$ cat src/rtl/regfile_pkg.sv
// regfile_pkg: shared register-file writeback widths and request type.
package regfile_pkg;
  localparam int REG_ADDR_W = 5;
  localparam int REG_DATA_W = 32;
  localparam logic [REG_ADDR_W-1:0] REG_ZERO = '0;
  typedef struct packed {
    logic [REG_ADDR_W-1:0] addr;
    logic [REG_DATA_W-1:0] data;
  } wb_req_t;
endpackage

$ cat src/rtl/wb_fifo.sv
// wb_fifo: synchronous FIFO of writeback requests with simultaneous push/pop.
module wb_fifo
  import regfile_pkg::*;
#(
  parameter int DEPTH = 4,
  localparam int AW = $clog2(DEPTH)
) (
  input  logic    clk_i,
  input  logic    rst_i,
  input  logic    push_i,
  input  logic    pop_i,
  input  wb_req_t din_i,
  output logic    full_o,
  output logic    empty_o,
  output logic [AW:0] count_o,
  output wb_req_t head_o
);
  wb_req_t mem_q [DEPTH];
  logic [AW-1:0] wr_q, rd_q;
  logic [AW:0] cnt_q;
  logic do_push, do_pop;
  assign full_o = cnt_q == (AW+1)'(DEPTH);
  assign empty_o = cnt_q == '0;
  assign count_o = cnt_q;
  assign head_o = mem_q[rd_q];
  assign do_pop = pop_i && !empty_o;
  assign do_push = push_i && (!full_o || do_pop);
  always_ff @(posedge clk_i) begin
    if (do_push) mem_q[wr_q] <= din_i;
  end
  always_ff @(posedge clk_i) begin
    if (rst_i) begin
      wr_q <= '0;
      rd_q <= '0;
      cnt_q <= '0;
    end else begin
      if (do_push) wr_q <= wr_q + AW'(1);
      if (do_pop) rd_q <= rd_q + AW'(1);
      cnt_q <= cnt_q + {{AW{1'b0}}, do_push} - {{AW{1'b0}}, do_pop};
    end
  end
endmodule

$ cat src/rtl/regfile_wb_arbiter.sv
// regfile_wb_arbiter: merges pipeline and long-latency writebacks onto the register-file write port.
// Define REGFILE_WB_BYPASS_EN to let B requests skip an empty FIFO when A is idle.
module regfile_wb_arbiter
  import regfile_pkg::*;
#(
  parameter int FIFO_DEPTH = 4,
  parameter int STARVE_LIMIT = 8
) (
  input  logic        i_clk,
  input  logic        i_rst,
  input  logic        i_a_we,
  input  logic [4:0]  i_a_waddr,
  input  logic [31:0] i_a_wdata,
  input  logic        i_b_valid,
  output logic        o_b_ready,
  input  logic [4:0]  i_b_waddr,
  input  logic [31:0] i_b_wdata,
  input  logic        i_claim_valid,
  input  logic [4:0]  i_claim_addr,
  output logic        o_we,
  output logic [4:0]  o_waddr,
  output logic [31:0] o_wdata,
  output logic [31:0] o_busy,
  output logic        o_stall_req,
  output logic [$clog2(FIFO_DEPTH):0] o_fifo_count,
  output logic        o_err
);
  localparam int SW = $clog2(STARVE_LIMIT + 1);
  wb_req_t head, a_req, b_req, wb_d, wb_q;
  logic a_act, b_hs, bypass, push, drain, full, empty, we_d, we_q, stall_q, err_q;
  logic [31:0] busy_q, busy_d;
  logic [SW-1:0] starve_q, starve_d;
  assign a_req = '{addr: i_a_waddr, data: i_a_wdata};
  assign b_req = '{addr: i_b_waddr, data: i_b_wdata};
  assign o_b_ready = !full && !i_rst;
  assign a_act = i_a_we && i_a_waddr != REG_ZERO;
  assign b_hs = i_b_valid && o_b_ready && i_b_waddr != REG_ZERO;
  assign drain = !empty && (stall_q || !a_act);
`ifdef REGFILE_WB_BYPASS_EN
  assign bypass = b_hs && empty && !a_act && !stall_q;
`else
  assign bypass = 1'b0;
`endif
  assign push = b_hs && !bypass;
  assign o_we = we_q;
  assign o_waddr = wb_q.addr;
  assign o_wdata = wb_q.data;
  assign o_busy = busy_q;
  assign o_stall_req = stall_q;
  assign o_err = err_q;
  wb_fifo #(.DEPTH(FIFO_DEPTH)) u_fifo (
    .clk_i(i_clk),
    .rst_i(i_rst),
    .push_i(push),
    .pop_i(drain),
    .din_i(b_req),
    .full_o(full),
    .empty_o(empty),
    .count_o(o_fifo_count),
    .head_o(head)
  );
  always_comb begin
    we_d = drain || a_act || bypass;
    wb_d = drain ? head : a_act ? a_req : b_req;
    starve_d = (empty || drain) ? '0 : starve_q + SW'(1);
    busy_d = busy_q;
    if (drain) busy_d[head.addr] = 1'b0;
    if (bypass) busy_d[i_b_waddr] = 1'b0;
    if (i_claim_valid && i_claim_addr != REG_ZERO) busy_d[i_claim_addr] = 1'b1;
    busy_d[0] = 1'b0;
  end
  // An A write while stalled is dropped in favour of the head and flagged.
  always_ff @(posedge i_clk) begin
    if (i_rst) begin
      we_q <= 1'b0;
      wb_q <= '0;
      busy_q <= '0;
      starve_q <= '0;
      stall_q <= 1'b0;
      err_q <= 1'b0;
    end else begin
      we_q <= we_d;
      if (we_d) wb_q <= wb_d;
      busy_q <= busy_d;
      starve_q <= starve_d;
      stall_q <= starve_d >= SW'(STARVE_LIMIT);
      err_q <= err_q || (a_act && stall_q);
    end
  end
endmodule
$ cat config.mk
export PLATFORM = sky130hd
export DESIGN_NAME = regfile_wb_arbiter
export DESIGN_NICKNAME = d
export VERILOG_FILES = /design/src/rtl/regfile_pkg.sv /design/src/rtl/wb_fifo.sv /design/src/rtl/regfile_wb_arbiter.sv
export SDC_FILE = /design/constraint.sdc
export NUM_CORES = 1
export LEC_CHECK = 0
export BUFFER_PORTS_ARGS = -buffer_cell sky130_fd_sc_hd__buf_2
export CORE_MARGIN = 2
export CORE_UTILIZATION = 40
export CTS_CLUSTER_SIZE = 8
export DETAILED_ROUTE_END_ITERATION = 7
export GPL_ROUTABILITY_DRIVEN = 1
export PLACE_DENSITY = 0.62
export RECOVER_POWER = 25
export SLEW_MARGIN = 20
export SYNTH_ARGS = -nofsm -noshare
export SYNTH_HDL_FRONTEND = slang
export SYNTH_SLANG_ARGS = --single-unit
export TNS_END_PERCENT = 1
$ cat constraint.sdc
create_clock -name i_clk -period 3.1 [get_ports i_clk]
set_input_delay 0.465 -clock i_clk [delete_from_list [all_inputs] [get_ports i_clk]]
set_output_delay 0.465 -clock i_clk [all_outputs]
set_load 0.02 [all_outputs]
=== Yosys cells after proc, flatten, opt, wreduce, memory -nomap -nowiden ===
Memories as Yosys holds them, arrays and structs flattened. A register that Yosys moved wholly into a read port is not among the register bits.
Index checks and enable logic that the tools add are counted.
W data, S select, Z words.

* Bits in registers: 83
* Bits in writable memories: 148
* Input bits: 84
* Output and inout bits: 76
* Logic and storage cells: 63
* Memories: 1

* Add/sub/neg operators: 5
* $lt $le $gt $ge: 5
* Equal/unequal tests: 1
* Mux-type cells: 13
* Bitwise operators: 3
* Reduce and logical (&&, ||, !) cells: 24

{| class="wikitable"
|+ Memory list
! memory !! depth !! bits a word !! read ports !! clocked after Yosys merged registers in !! wr ports !! line !! text
|-
| u_fifo.mem_q || 4 || 37 || 1 || 1 || 1 || wb_fifo.sv:18 || <nowiki>wb_req_t mem_q [DEPTH];</nowiki>
|}

{| class="wikitable"
|+ Operator list
! operator !! number
|-
| $mux W37 || 2
|-
| $mux W32 || 2
|-
| $and A32 B32 Y32 || 1
|-
| $not A32 Y32 || 1
|-
| $or A32 B32 Y32 || 1
|-
| $reduce_bool A5 Y1 || 3
|-
| $lt A5 B6 Y1 const B || 2
|-
| $logic_and A1 B1 Y1 || 11
|-
| $demux W1 S5 || 2
|-
| $ge A5 B1 Y1 const B || 2
|-
| $logic_or A1 B1 Y1 || 5
|-
| $add A2 B1 Y2 const B || 2
|-
| $add A4 B1 Y4 const B || 1
|-
| $ge A4 B4 Y1 const B || 1
|-
| $logic_not A1 Y1 || 4
|-
| $mux W1 || 4
|-
| $mux W2 || 2
|-
| $mux W4 || 1
|-
| $add A3 B1 Y3 || 1
|-
| $eq A3 B3 Y1 const B || 1
|-
| $logic_not A3 Y1 || 1
|-
| $sub A3 B1 Y3 || 1
|}

=== Longest topological paths before layout ===
Gate-level depths: netlist of run 1.

* Depth in word-level cells: 10
* Depth in mapped cells: 13
* Mapped depth without buffers: 11

=== By module ===
A second synthesis of run 1 with hierarchy kept.

* Cells, all modules: 707
* Area total of the unflattened synthesis: 10022.1 um^2

{| class="wikitable"
|+ Modules (own cells, without submodules)
! module !! instances !! cells an instance !! area each (um^2) !! seq. area each (um^2)
|-
| wb_fifo || 1 || 240 || 5841.9 || 4624.4
|-
| regfile_wb_arbiter || 1 || 467 || 4180.3 || 1481.4
|}

=== Worst setup path after synthesis of run 1 ===
OpenSTA, ideal clock, no wires.

* Path type: input to register
* From: input i_a_waddr[0]
* To: register u_fifo.cnt_q[2], in the netlist u_fifo.count_o[2]
* Arrival time: 2.710 ns
* Setup slack: 0.262 ns
* Stages: 13
* Buffers on the path: 2
* Cell sequence: or3_1 > nor2b_1 > buf_2 > buf_2 > nor2_1 > ha_1 > inv_1 > ha_1 > inv_1 > fa_1 > xor2_1 > xnor2_1 > nor2_1

* Cells in the longest elaborated chain, start to end: 10

{| class="wikitable"
|+ RTL lines
! item !! line !! text
|-
| start: declaration || regfile_wb_arbiter.sv:12 || <nowiki>input logic [4:0] i_a_waddr,</nowiki>
|-
| $reduce_bool A5 Y1 (*) || regfile_wb_arbiter.sv:36 || <nowiki>assign a_act = i_a_we && i_a_waddr != REG_ZERO;</nowiki>
|-
| $logic_and A1 B1 Y1 (*) || regfile_wb_arbiter.sv:36 ||
|-
| $logic_not A1 Y1 (*) || regfile_wb_arbiter.sv:38 || <nowiki>assign drain = !empty && (stall_q || !a_act);</nowiki>
|-
| $logic_or A1 B1 Y1 (*) || regfile_wb_arbiter.sv:38 ||
|-
| $logic_and A1 B1 Y1 (*) || regfile_wb_arbiter.sv:38 ||
|-
| $logic_and A1 B1 Y1 (*) || wb_fifo.sv:26 || <nowiki>assign do_pop = pop_i && !empty_o;</nowiki>
|-
| net u_fifo.do_pop || wb_fifo.sv:21 || <nowiki>logic do_push, do_pop;</nowiki>
|-
| $logic_or A1 B1 Y1 || wb_fifo.sv:27 || <nowiki>assign do_push = push_i && (!full_o || do_pop);</nowiki>
|-
| $logic_and A1 B1 Y1 || wb_fifo.sv:27 ||
|-
| $add A3 B1 Y3 || wb_fifo.sv:39 || <nowiki>cnt_q <= cnt_q + {{AW{1'b0}}, do_push} - {{AW{1'b0}}, do_pop};</nowiki>
|-
| $sub A3 B1 Y3 (*) || wb_fifo.sv:39 ||
|-
| end signal: assignment || wb_fifo.sv:39 ||
|-
| end: declaration || wb_fifo.sv:20 || <nowiki>logic [AW:0] cnt_q;</nowiki>
|}

The timed path passes the listed nets; every way through them passes the cells marked *.
A chain may end at the register's enable or synchronous reset.

=== Worst setup path in the final report of run 1 ===
* From: register u_fifo.cnt_q[2], in the netlist u_fifo.count_o[2]
* To: register u_fifo.cnt_q[2], in the netlist u_fifo.count_o[2]

* Cells in the longest elaborated chain, start to end: 8
* Elaborated cells between the ends (all ways): 13
* Those cells by class: 2 x add/sub; 1 x eq/ne; 10 x reduce/logical

{| class="wikitable"
|+ RTL lines
! item !! line !! text
|-
| $logic_not A3 Y1 (*) || wb_fifo.sv:23 || <nowiki>assign empty_o = cnt_q == '0;</nowiki>
|-
| $logic_not A1 Y1 (*) || wb_fifo.sv:26, regfile_wb_arbiter.sv:38 ||
|-
| $logic_and A1 B1 Y1 || regfile_wb_arbiter.sv:38 ||
|-
| $logic_and A1 B1 Y1 (*) || wb_fifo.sv:26 ||
|-
| net u_fifo.do_pop || wb_fifo.sv:21 ||
|-
| $logic_or A1 B1 Y1 || wb_fifo.sv:27 ||
|-
| $logic_and A1 B1 Y1 || wb_fifo.sv:27 ||
|-
| $add A3 B1 Y3 || wb_fifo.sv:39 ||
|-
| $sub A3 B1 Y3 (*) || wb_fifo.sv:39 ||
|}

Marks and branches as above.

==> results.py, run 1 <==
metrics = {
    "clock_network": {
        "cts_buffer_depth": 3,
        "cts-root-buf": "clkbuf_16",
        "clk_pin_slew_ns": 0.05,
        "clk_latency_ns": 0.50,
        "cts.repair.resized": 0,
        "ctsHoldBuffers": 0,
        "cts.sinks": 231,
        "postCtsSetupBuffers": 0,
        "cts_tree": "done",
        "cts_inserted_buffers": 34,
        "ctsHtreeMaxLevel": 2,
    },
    "drt": {
        "ant_nets": 0,
        "firstDrtPassIters": 6,
        "wl_mm": 22.2,
        "drt_iter0_drc": 437,
        "wire_per_inst_um": 19.9,
        "vias": 6054,
        "routed-wl-met2_mm": 10.6,
        "route.detailed.drc": 0,
        "wl_met3_mm": 1.28,
        "wl_met1_mm": 9.83,
        "highest_layer": "met4",
        "viasPerCell": 5.44,
    },
    "global_routing": {
        "globalRoute.totalOverflow": 0,
        "antenna_found_initial": 0,
        "grt_pass1_wl_mm": 33.9,
        "grt_pass1_vias": 5983,
        "grt_usage": 0.182,
        "grt_max_degree": 80,
    },
    "die": {
        "die_h_um": 156,
        "die_w_um": 156,
        "initial_core_util": 0.407,
        "ioPinCount": 160,
        "core_um2": 22600,
        "std_cell_rows": 55,
        "die_area_um2": 24200,
    },
    "setup_path": {
        "arrival_ns": 2.81,
        "crit_type": "flop to flop",
        "crit_fanout": 5,
        "crit_end": "u_fifo.count_o[2]",
        "cp-end-kind": "flop",
        "r2r_start": "u_fifo.count_o[2]",
        "reg2regPathDepth": 11,
        "crit_required_ns": 3.44,
        "r2r_end": "u_fifo.count_o[2]",
        "crit_path_start_kind": "flop",
        "startpoint": "u_fifo.count_o[2]",
        "reg2reg_slack_ns": 0.63,
    },
    "synthesis": {
        "yosysSeqAreaShare": 0.665,
        "ys_warn_count": 0,
        "synth_fp_nets": 734,
        "synth-edff-count": 148,
        "ys_types": 48,
        "synth.area.top_cells": "edfxtp_1, dfxtp_1, mux4_2, nor3_1, nor2_1",
        "synth-main-ff-cell": "edfxtp_1",
        "yosysTopAreaCell": "edfxtp_1",
        "synth-seq-cells": 231,
        "synthCells": 642,
        "synth_area_per_cell_um2": 14.3,
        "synth_top_area_share": 0.484,
        "synth.cell_area_um2": 9190,
        "ys_async_sr_fraction": 0,
    },
    "final_layout": {
        "drive_gt1_frac": 0.287,
        "seqCellArea_um2": 6110,
        "fillers": 2013,
        "multi_input_area_um2": 2840,
        "layout.nets": 894,
        "syn2layout_area_growth_pct": 21.7,
    },
    "timing": {
        "relSlewSlack": 0.272,
        "hold_violations": 0,
        "finalSetupViolCount": 0,
        "rsz0062_at_grt": "false",
        "worst_slew_pin_slew_ns": 1.09,
        "timing.hold.ws_ns": 0.192,
        "final.min_clock_period_ns": 2.47,
        "fmax_mhz": 405,
        "tns_ns": 0,
        "skew_ns": 0.0142,
        "period_share": 0.796,
        "slew_violations": 0,
    },
    "min_path": {
        "hold_path_class": "input port to flop",
    },
    "power_and_ir_drop": {
        "p_leak_nw": 3.87,
        "ir_worst_vdd_mv": 0.288,
        "p_total_w": 0.00893,
        "power.density_nw_per_um2": 799,
    },
    "place": {
        "gp_routability_congestion": 0.765,
        "hpwl_mm": 13.6,
        "io_buffers": 158,
    },
    "flow_run": {
        "maxCapViolations": 0,
    },
    "outcome": {
        "outcome": "complete, no violations",
    },
}
[Yosys cell counts, drive strengths merged (2+ instances only)]
master,n
nand2b,4
ha,7
nand2,2
a211oi,27
o21ai,2
nor4b,2
buf,24
mux2i,2
o32ai,34
o31ai,2
mux4,37
nor4,3
nor2b,4
or3,4
nand3,4
clkbuf,22
nor2,84
inv,7
nand3b,5
edfxtp,148
a311oi,4
or3b,4
xnor2,2
a21oi,6
nor3,93
mux2,2
and2,4
nor3b,8
dfxtp,83
[routing by layer]
layer / track usage / vias up
met2: 0.298 / 170
met3: 0.0375 / 33
met4: 0.0660 / 0
met1: 0.242 / 3008
li1: - / 2843
met5: 0 / -
[report_power, final]
part	internal, W	leakage, nW	total, W	switching (W)
combinational	0.000697	1.37	0.00185	0.00116
clock	0.00211	0.473	0.00339	0.00128
sequential	0.00354	2.02	0.00369	0.000151
[cells in the final DEF, fill, tap and decap left out, types with 3 or more instances in the layout]
cell type    n
edfxtp_1   148
buf_2      128
nor3_1      93
nor2_1      84
dfxtp_1     81
clkbuf_1    54
mux4_2      37
clkbuf_16   35
o32ai_1     34
a211oi_1    27
buf_4       12
nor3b_1      8
inv_1        7
ha_1         7
a21oi_1      6
nand3b_1     5
nand2b_1     4
nand3_1      4
or3b_2       4
a311oi_1     4
or3_1        3
nor2b_1      3
[cell families after synthesis]
kind of cell	synth area share
muxes	0.0954
DFF	0.665
AOI/OAI and AO/OA	0.0719
other	0.000408
and+or+nand+nor	0.125
buffers and inverters	0.0275
xor gates and xnor gates	0.00286
adders and majority gates	0.0117
[area by class of cell]
cell class | instances | share of cell area
clock inverter | 2 | 0.00291
tap | 285 | 0.0319
timing repair buffer | 170 | 0.0754
multi-input combinational | 358 | 0.254
clock buffer | 59 | 0.0864
antenna | 1 | 0.000224
inverter | 7 | 0.00235
sequential | 231 | 0.546
[state kept, by name, summed over array words and instances (netlist names), named ones only]
signal,flops
u_fifo.mem_q,148
o_wdata,32
o_busy,31
o_waddr,5
starve_q,4
u_fifo.count_o,3
u_fifo.rd_q,2
u_fifo.wr_q,2
o_err,1
o_we,1
[how the worst min path moves through the flow]
stage,from,endpoint,depth (start not counted)
after floorplan,starve_q[0],starve_q[0],1
after global placement,starve_q[0],starve_q[0],1
after detailed placement,starve_q[2],starve_q[3],2
after CTS,i_b_wdata[22],u_fifo.mem_q[3][22],1
after global routing,i_b_wdata[15],u_fifo.mem_q[3][15],1
final,i_b_wdata[18],u_fifo.mem_q[1][18],1
[per-stage QoR]
stage	setup slack, ns	cells	utilization	area, µm²
floorplan	0.262	642	-	9190
global placement	0.328	1051	0.452	10200
detailed placement	0.291	1051	0.452	10200
CTS	0.602	1112	0.497	11200
global route	0.471	1112	0.495	11200
finish	0.634	1113	0.495	11200
[worst max-delay path, stage by stage (launching register included)]
cell,delay [ns]
dfxtp_1,0.35
or3_2,0.54
o21ai_4,0.08
nor2_1,0.09
ha_1,0.27
inv_1,0.06
ha_1,0.13
inv_1,0.05
fa_1,0.37
xor2_1,0.18
xnor2_1,0.16
nor2_1,0.05
No activity file was read; power rests on OpenSTA's default activity.
==> run 2, diff against run 1 <==
Settings changed: PLACE_DENSITY 0.62 to 0.65.
Clock period 3.1 ns to 2.2 ns, I/O delays scaled along.
==> run 2 against run 1 <==
  * Critical path depth did not move
  * Sequential cell count did not move
  * Via count rose by 1.5%
  * Design area rose by 3.0%
  * Non-clock buffer count rose by 27
  * Register-to-register slack got worse by 0.62 ns
  * Utilization rose by 1.5 points
  * Die area did not move
  * Sequential power rose by 40%
  * Clock power rose by 38%
  * Global-route usage fell by 0.31 points
  * Sequential share of layout area fell by 1.5 points
==> results.py, run 2 (synthesis gave the netlist of run 1 again) <==
metrics = {
    "die": {
        "ioPinCount": 160,
        "std_cell_rows": 55,
        "die_area_um2": 24200,
        "die_w_um": 156,
        "core_um2": 22600,
        "die_h_um": 156,
        "initial_core_util": 0.407,
    },
    "setup_path": {
        "critPathMaxStageDelay_ns": 0.40,
        "arrival_ns": 2.53,
        "worstPathCellList": "or3_4, o21ai_4, nor2_4, ha_4, inv_4, ha_4, inv_2, fa_2, xor2_2, xnor2_1, nor2_1",
        "cp_top_family": "adder cells",
        "crit_buf_inv": 2,
        "cp-end-kind": "flop",
        "crit_path_start_kind": "flop",
        "crit_required_ns": 2.55,
        "cpMaxStageDelayCell": "or3_4",
        "crit_fanout": 2,
        "crit_path_frequent_cell": "ha_4",
        "crit_type": "flop to flop",
    },
    "power_and_ir_drop": {
        "p_leak_nw": 4.02,
        "ir_worst_vdd_mv": 0.657,
        "power.density_nw_per_um2": 1110,
    },
    "clock_network": {
        "cts.sinks": 231,
        "clk_latency_ns": 0.50,
        "ctsHtreeMaxLevel": 2,
        "clk_pin_slew_ns": 0.05,
        "cts-root-buf": "clkbuf_16",
        "cts_buffer_depth": 3,
        "cts_tree": "done",
        "cts_inserted_buffers": 34,
    },
    "min_path": {
        "hold_path_class": "input port to flop",
    },
    "timing": {
        "worst_slew_pin_slew_ns": 0.918,
        "skew_ns": 0.0138,
        "period_share": 0.993,
        "rsz0062_at_grt": "true",
        "final.min_clock_period_ns": 2.18,
        "relSlewSlack": 0.388,
        "timing.hold.ws_ns": 0.0702,
        "finalSetupViolCount": 0,
        "slew_violations": 0,
        "hold_violations": 0,
        "fmax_mhz": 458,
    },
    "flow_run": {
        "maxCapViolations": 0,
    },
    "final_layout": {
        "top_register": "u_fifo.mem_q",
        "multi_input_area_um2": 2900,
        "seqCellArea_um2": 6110,
        "largest_register_ffs": 148,
        "layout_commonest_cell": "edfxtp_1",
        "layout.nets": 921,
        "layout_common_cells": "edfxtp_1, buf_2, nor3_1",
        "fillers": 1971,
        "finish.utilization": 0.510,
        "drive_gt1_frac": 0.325,
        "syn2layout_area_growth_pct": 25.3,
    },
    "global_routing": {
        "grt_pass1_vias": 6176,
        "grt_pass1_wl_mm": 33.6,
        "grt_max_degree": 80,
        "antenna_found_initial": 3,
        "grt_usage": 0.179,
        "globalRoute.totalOverflow": 0,
    },
    "drt": {
        "vias": 6144,
        "drt_iter0_drc": 345,
        "ant_nets": 0,
        "firstDrtPassIters": 5,
        "viasPerCell": 5.41,
        "route.detailed.drc": 0,
        "wire_per_inst_um": 19.1,
        "wl_mm": 21.7,
    },
    "place": {
        "hpwl_mm": 13.7,
        "gp_routability_congestion": 0.766,
        "io_buffers": 158,
    },
    "outcome": {
        "outcome": "complete, no violations",
    },
}
[run 2: changes by cell type in the layout (fill, tap and decap cells not counted), sizes merged]
cell / previous run / this run
buf: 140 / 168
inv: 7 / 8
clkinv: 2 / 1
clkbuf: 89 / 84
[run 2: area by class of cell]
| class | instances | share of cell area |
|---|---|---|
| clock inverters | 2 | 0.00315 |
| multi-input cells | 358 | 0.252 |
| well taps | 285 | 0.0310 |
| diodes | 1 | 0.000217 |
| inverters | 7 | 0.00250 |
| clock buffers | 55 | 0.0808 |
| repair buffers | 197 | 0.0997 |
| flip-flops and latches | 231 | 0.531 |
[run 2: metal layers]
metal,part of all wire,wire [µm],vias up,track usage
li1,-,-,2888,-
met1,0.42,9140,2990,0.227
met2,0.49,10600,212,0.305
met4,0.022,476,4,0.0546
met3,0.068,1470,50,0.0433
met5,0.0017,36,-,0
[run 2: metrics by stage]
step / setup TNS, ns / worst slack [ns] / cells / total power (W) / area (µm²)
6_report: 0 / 0.0162 / 1136 / 0.0127 / 11500
5_1_grt: -0.0836 / -0.0836 / 1135 / 0.0133 / 11500
4_1_cts: 0 / 0.0230 / 1134 / 0.0128 / 11500
3_5_place_dp: -0.243 / -0.175 / 1077 / 0.00808 / 10500
3_3_place_gp: -0.152 / -0.150 / 1077 / 0.00804 / 10500
2_1_floorplan: -15.02 / -0.297 / 642 / 0.00717 / 9220
[run 2: report_power, final]
part	internal, W	switching, W
clock	0.00288	0.00180
combinational	0.00117	0.00173
sequential	0.00499	0.000165
total	0.00905	0.00370
[run 2: path summary, 6_finish.rpt]
| check | startpoint | end | slack, ns | depth (start not counted) |
|---|---|---|---|---|
| setup / recovery | u_fifo.count_o[2] | u_fifo.count_o[2] | 0.02 | 11 |
| hold / removal | i_b_wdata[22] | u_fifo.mem_q[1][22] | 0.07 | 1 |
| setup reg to reg | u_fifo.count_o[2] | u_fifo.count_o[2] | 0.02 | 11 |
| hold reg to reg | starve_q[0] | starve_q[0] | 0.45 | 1 |
[run 2: worst register-to-register path, cell delays in order, from the launching register on]
cell and delay, ns:
dfxtp_4 0.33, or3_4 0.40, o21ai_4 0.09, nor2_4 0.06, ha_4 0.22, inv_4 0.05
ha_4 0.11, inv_2 0.04, fa_2 0.36, xor2_2 0.19, xnor2_1 0.15, nor2_1 0.05
[run 2: timing repair]
item | in CTS | in global routing
gates resized for setup | 1 | 8
endpoints found under the setup margin | 2 | 1
hold buffers | 0 | 0
setup buffers | 0 | 1
pin swaps | 3 | 5
==> run 3, diff against run 2 <==
==> constraint.sdc (replaced) <==
create_clock -name i_clk -period 2.2 [get_ports i_clk]
set_input_delay 0.22 -clock i_clk [delete_from_list [all_inputs] [get_ports i_clk]]
set_output_delay 0.22 -clock i_clk [all_outputs]
set_load 0.02 [all_outputs]
==> run 3 against run 2 <==
  * The run now ends with negative setup slack left
  * Global-route usage is 0.52 points higher
  * Total power is 1.0% higher
  * Die area stayed put
  * Sequential cell count stayed put
  * Wire length is 1.2% higher
  * Critical endpoint unchanged
  * Critical path depth stayed put
  * Critical path type unchanged
  * Clock-buffer cell count is 2 higher
  * Highest routed layer is now met4
  * Largest cell class unchanged
  * Cell count is 4.5% higher
  * First-iteration DRC count is 21% lower
  * Sequential power hardly changed
==> results.py, run 3 (synthesis gave the netlist of run 1 again) <==
metrics = {
    "outcome": {
        "outcome": "finished, violations left",
        "violations": "negative setup slack",
    },
    "drt": {
        "drt_iter0_drc": 272,
        "vias": 6414,
        "viasPerCell": 5.40,
        "wl_mm": 22.0,
        "wire_per_inst_um": 18.5,
        "ant_nets": 0,
        "route.detailed.drc": 0,
        "firstDrtPassIters": 4,
    },
    "die": {
        "ioPinCount": 160,
        "core_um2": 22600,
        "initial_core_util": 0.407,
        "std_cell_rows": 55,
        "die_w_um": 156,
        "die_area_um2": 24200,
        "die_h_um": 156,
    },
    "place": {
        "gp_routability_congestion": 0.771,
        "hpwl_mm": 13.5,
        "place_inst": 1076,
        "io_buffers": 158,
    },
    "final_layout": {
        "top_register": "u_fifo.mem_q",
        "final_cell_count_no_fill": 1187,
        "drive_gt1_frac": 0.307,
        "syn2layout_area_growth_pct": 30.9,
        "layout_common_cells": "edfxtp_1, buf_2, nor3_1",
        "antenna_cells": 0,
        "largest_register_ffs": 148,
        "layout_commonest_cell": "edfxtp_1",
        "layout.nets": 970,
        "finish.utilization": 0.533,
    },
    "timing": {
        "rsz0062_at_grt": "true",
        "fin_ws_ns": -0.0149,
        "slew_violations": 0,
        "hold_violations": 0,
        "fmax_mhz": 451,
        "worst_slew_pin_slew_ns": 0.937,
        "relSlewSlack": 0.376,
        "final.min_clock_period_ns": 2.21,
        "skew_ns": 0.0177,
        "period_share": 1.01,
        "finalSetupViolCount": 1,
    },
    "power_and_ir_drop": {
        "ir_worst_vdd_mv": 0.653,
        "power.density_nw_per_um2": 1070,
        "p_leak_nw": 4.23,
    },
    "clock_network": {
        "cts_buffer_depth": 3,
        "cts_inserted_buffers": 34,
        "ctsHtreeMaxLevel": 2,
        "cts-root-buf": "clkbuf_16",
        "cts.sinks": 231,
        "clk_pin_slew_ns": 0.05,
        "clk_latency_ns": 0.50,
        "cts_tree": "done",
    },
    "setup_path": {
        "crit_path_start_kind": "flop",
        "critPathMaxStageDelay_ns": 0.40,
        "worstPathCellList": "or3_4, o21ai_4, nor2_4, ha_4, inv_2, ha_4, inv_2, fa_2, xor2_2, xnor2_1, nor2_1",
        "crit_type": "flop to flop",
        "r2r_end": "u_fifo.count_o[2]",
        "reg2reg_slack_ns": -0.01,
        "crit_fanout": 2,
        "r2r_start": "u_fifo.count_o[2]",
        "arrival_ns": 2.56,
        "reg2regPathDepth": 11,
        "cpMaxStageDelayCell": "or3_4",
        "crit_required_ns": 2.55,
        "cp-end-kind": "flop",
    },
    "global_routing": {
        "busiest_layer": "met2",
        "grt_max_degree": 80,
        "grt_pass1_wl_mm": 34.9,
        "grtUsageMet2": 0.320,
        "globalRoute.totalOverflow": 0,
        "grt_usage": 0.184,
        "antenna_found_initial": 0,
        "grt.met1_usage": 0.235,
        "grt_pass1_vias": 6464,
        "grt_use_met3": 0.0386,
    },
    "min_path": {
        "worstHoldPathCells": 3,
        "hold_path_startpoint": "i_a_wdata[12]",
        "holdPathEnd": "o_wdata[12]",
        "hold_path_class": "input port to flop",
    },
    "flow_run": {
        "maxCapViolations": 0,
    },
}
## run 3: cell count changes in the layout (fill, tap and decap cells not counted), sizes merged
cell and delta:
clkbuf +2, dlygate4sd3 +49, inv -1, diode -1, clkinv +2
## run 3: final cells by class
| type | count | area [µm²] |
|---|---|---|
| Clock buffer | 57 | 937 |
| Tap cell | 285 | 357 |
| Fill cell | 1895 | 10500 |
| Sequential cell | 231 | 6110 |
| Timing Repair Buffer | 246 | 1630 |
| Clock inverter | 3 | 62.6 |
| Inverter | 7 | 26.3 |
| Multi-Input combinational cell | 358 | 2900 |
## run 3: power by group
group | switching, W | total [W] | internal, W
clock network | 0.00184 | 0.00475 | 0.00292
registers | 0.000174 | 0.00517 | 0.00499
logic | 0.00173 | 0.00296 | 0.00123
## run 3: worst max-delay path by stage
| stage | start | end | cells after the start |
|---|---|---|---|
| floorplan | u_fifo.count_o[2] | u_fifo.count_o[2] | 13 |
| finish | u_fifo.count_o[2] | u_fifo.count_o[2] | 11 |
| global route | u_fifo.count_o[2] | u_fifo.count_o[2] | 11 |
| detailed placement | u_fifo.count_o[2] | u_fifo.count_o[2] | 11 |
| global placement | u_fifo.count_o[2] | u_fifo.count_o[2] | 11 |
| CTS | u_fifo.count_o[1] | u_fifo.count_o[2] | 11 |
## run 3: layer usage
layer	wire length [µm]	vias to the layer above
met5	0	-
met2	10900	198
li1	-	2995
met3	1230	25
met1	9450	3196
met4	376	0
## run 3: critical path, delay by kind of cell (launching register included)
family,cells,cell delay (ns)
DFF,1,0.34
buffers and inverters,2,0.10
AOI/OAI and AO/OA,1,0.09
xor gates and xnor gates,2,0.33
adders and majority gates,3,0.72
and+or+nand+nor,3,0.51
## run 3: per-stage QoR
step	power, W	setup TNS, ns	instance area (µm²)	setup WS [ns]	hold WS [ns]
after CTS	0.0129	0	12000	0.0142	0.000356
after floorplan	0.00716	-15.02	9210	-0.300	0.319
after global routing	0.0135	-0.116	12000	-0.116	0.0108
final	0.0129	-0.0149	12000	-0.0149	0.0188
after detailed placement	0.00804	-0.150	10500	-0.150	0.439
after global placement	0.00802	-0.117	10500	-0.117	0.431
## run 3: timing repair
item | 4_1_cts | 5_1_grt
endpoints found under the hold margin | 160 | 0
pin swaps | 3 | 5
hold buffers | 49 | 0
setup buffers | 0 | 2
setup endpoints to repair | 2 | 1
resized for setup | 1 | 9
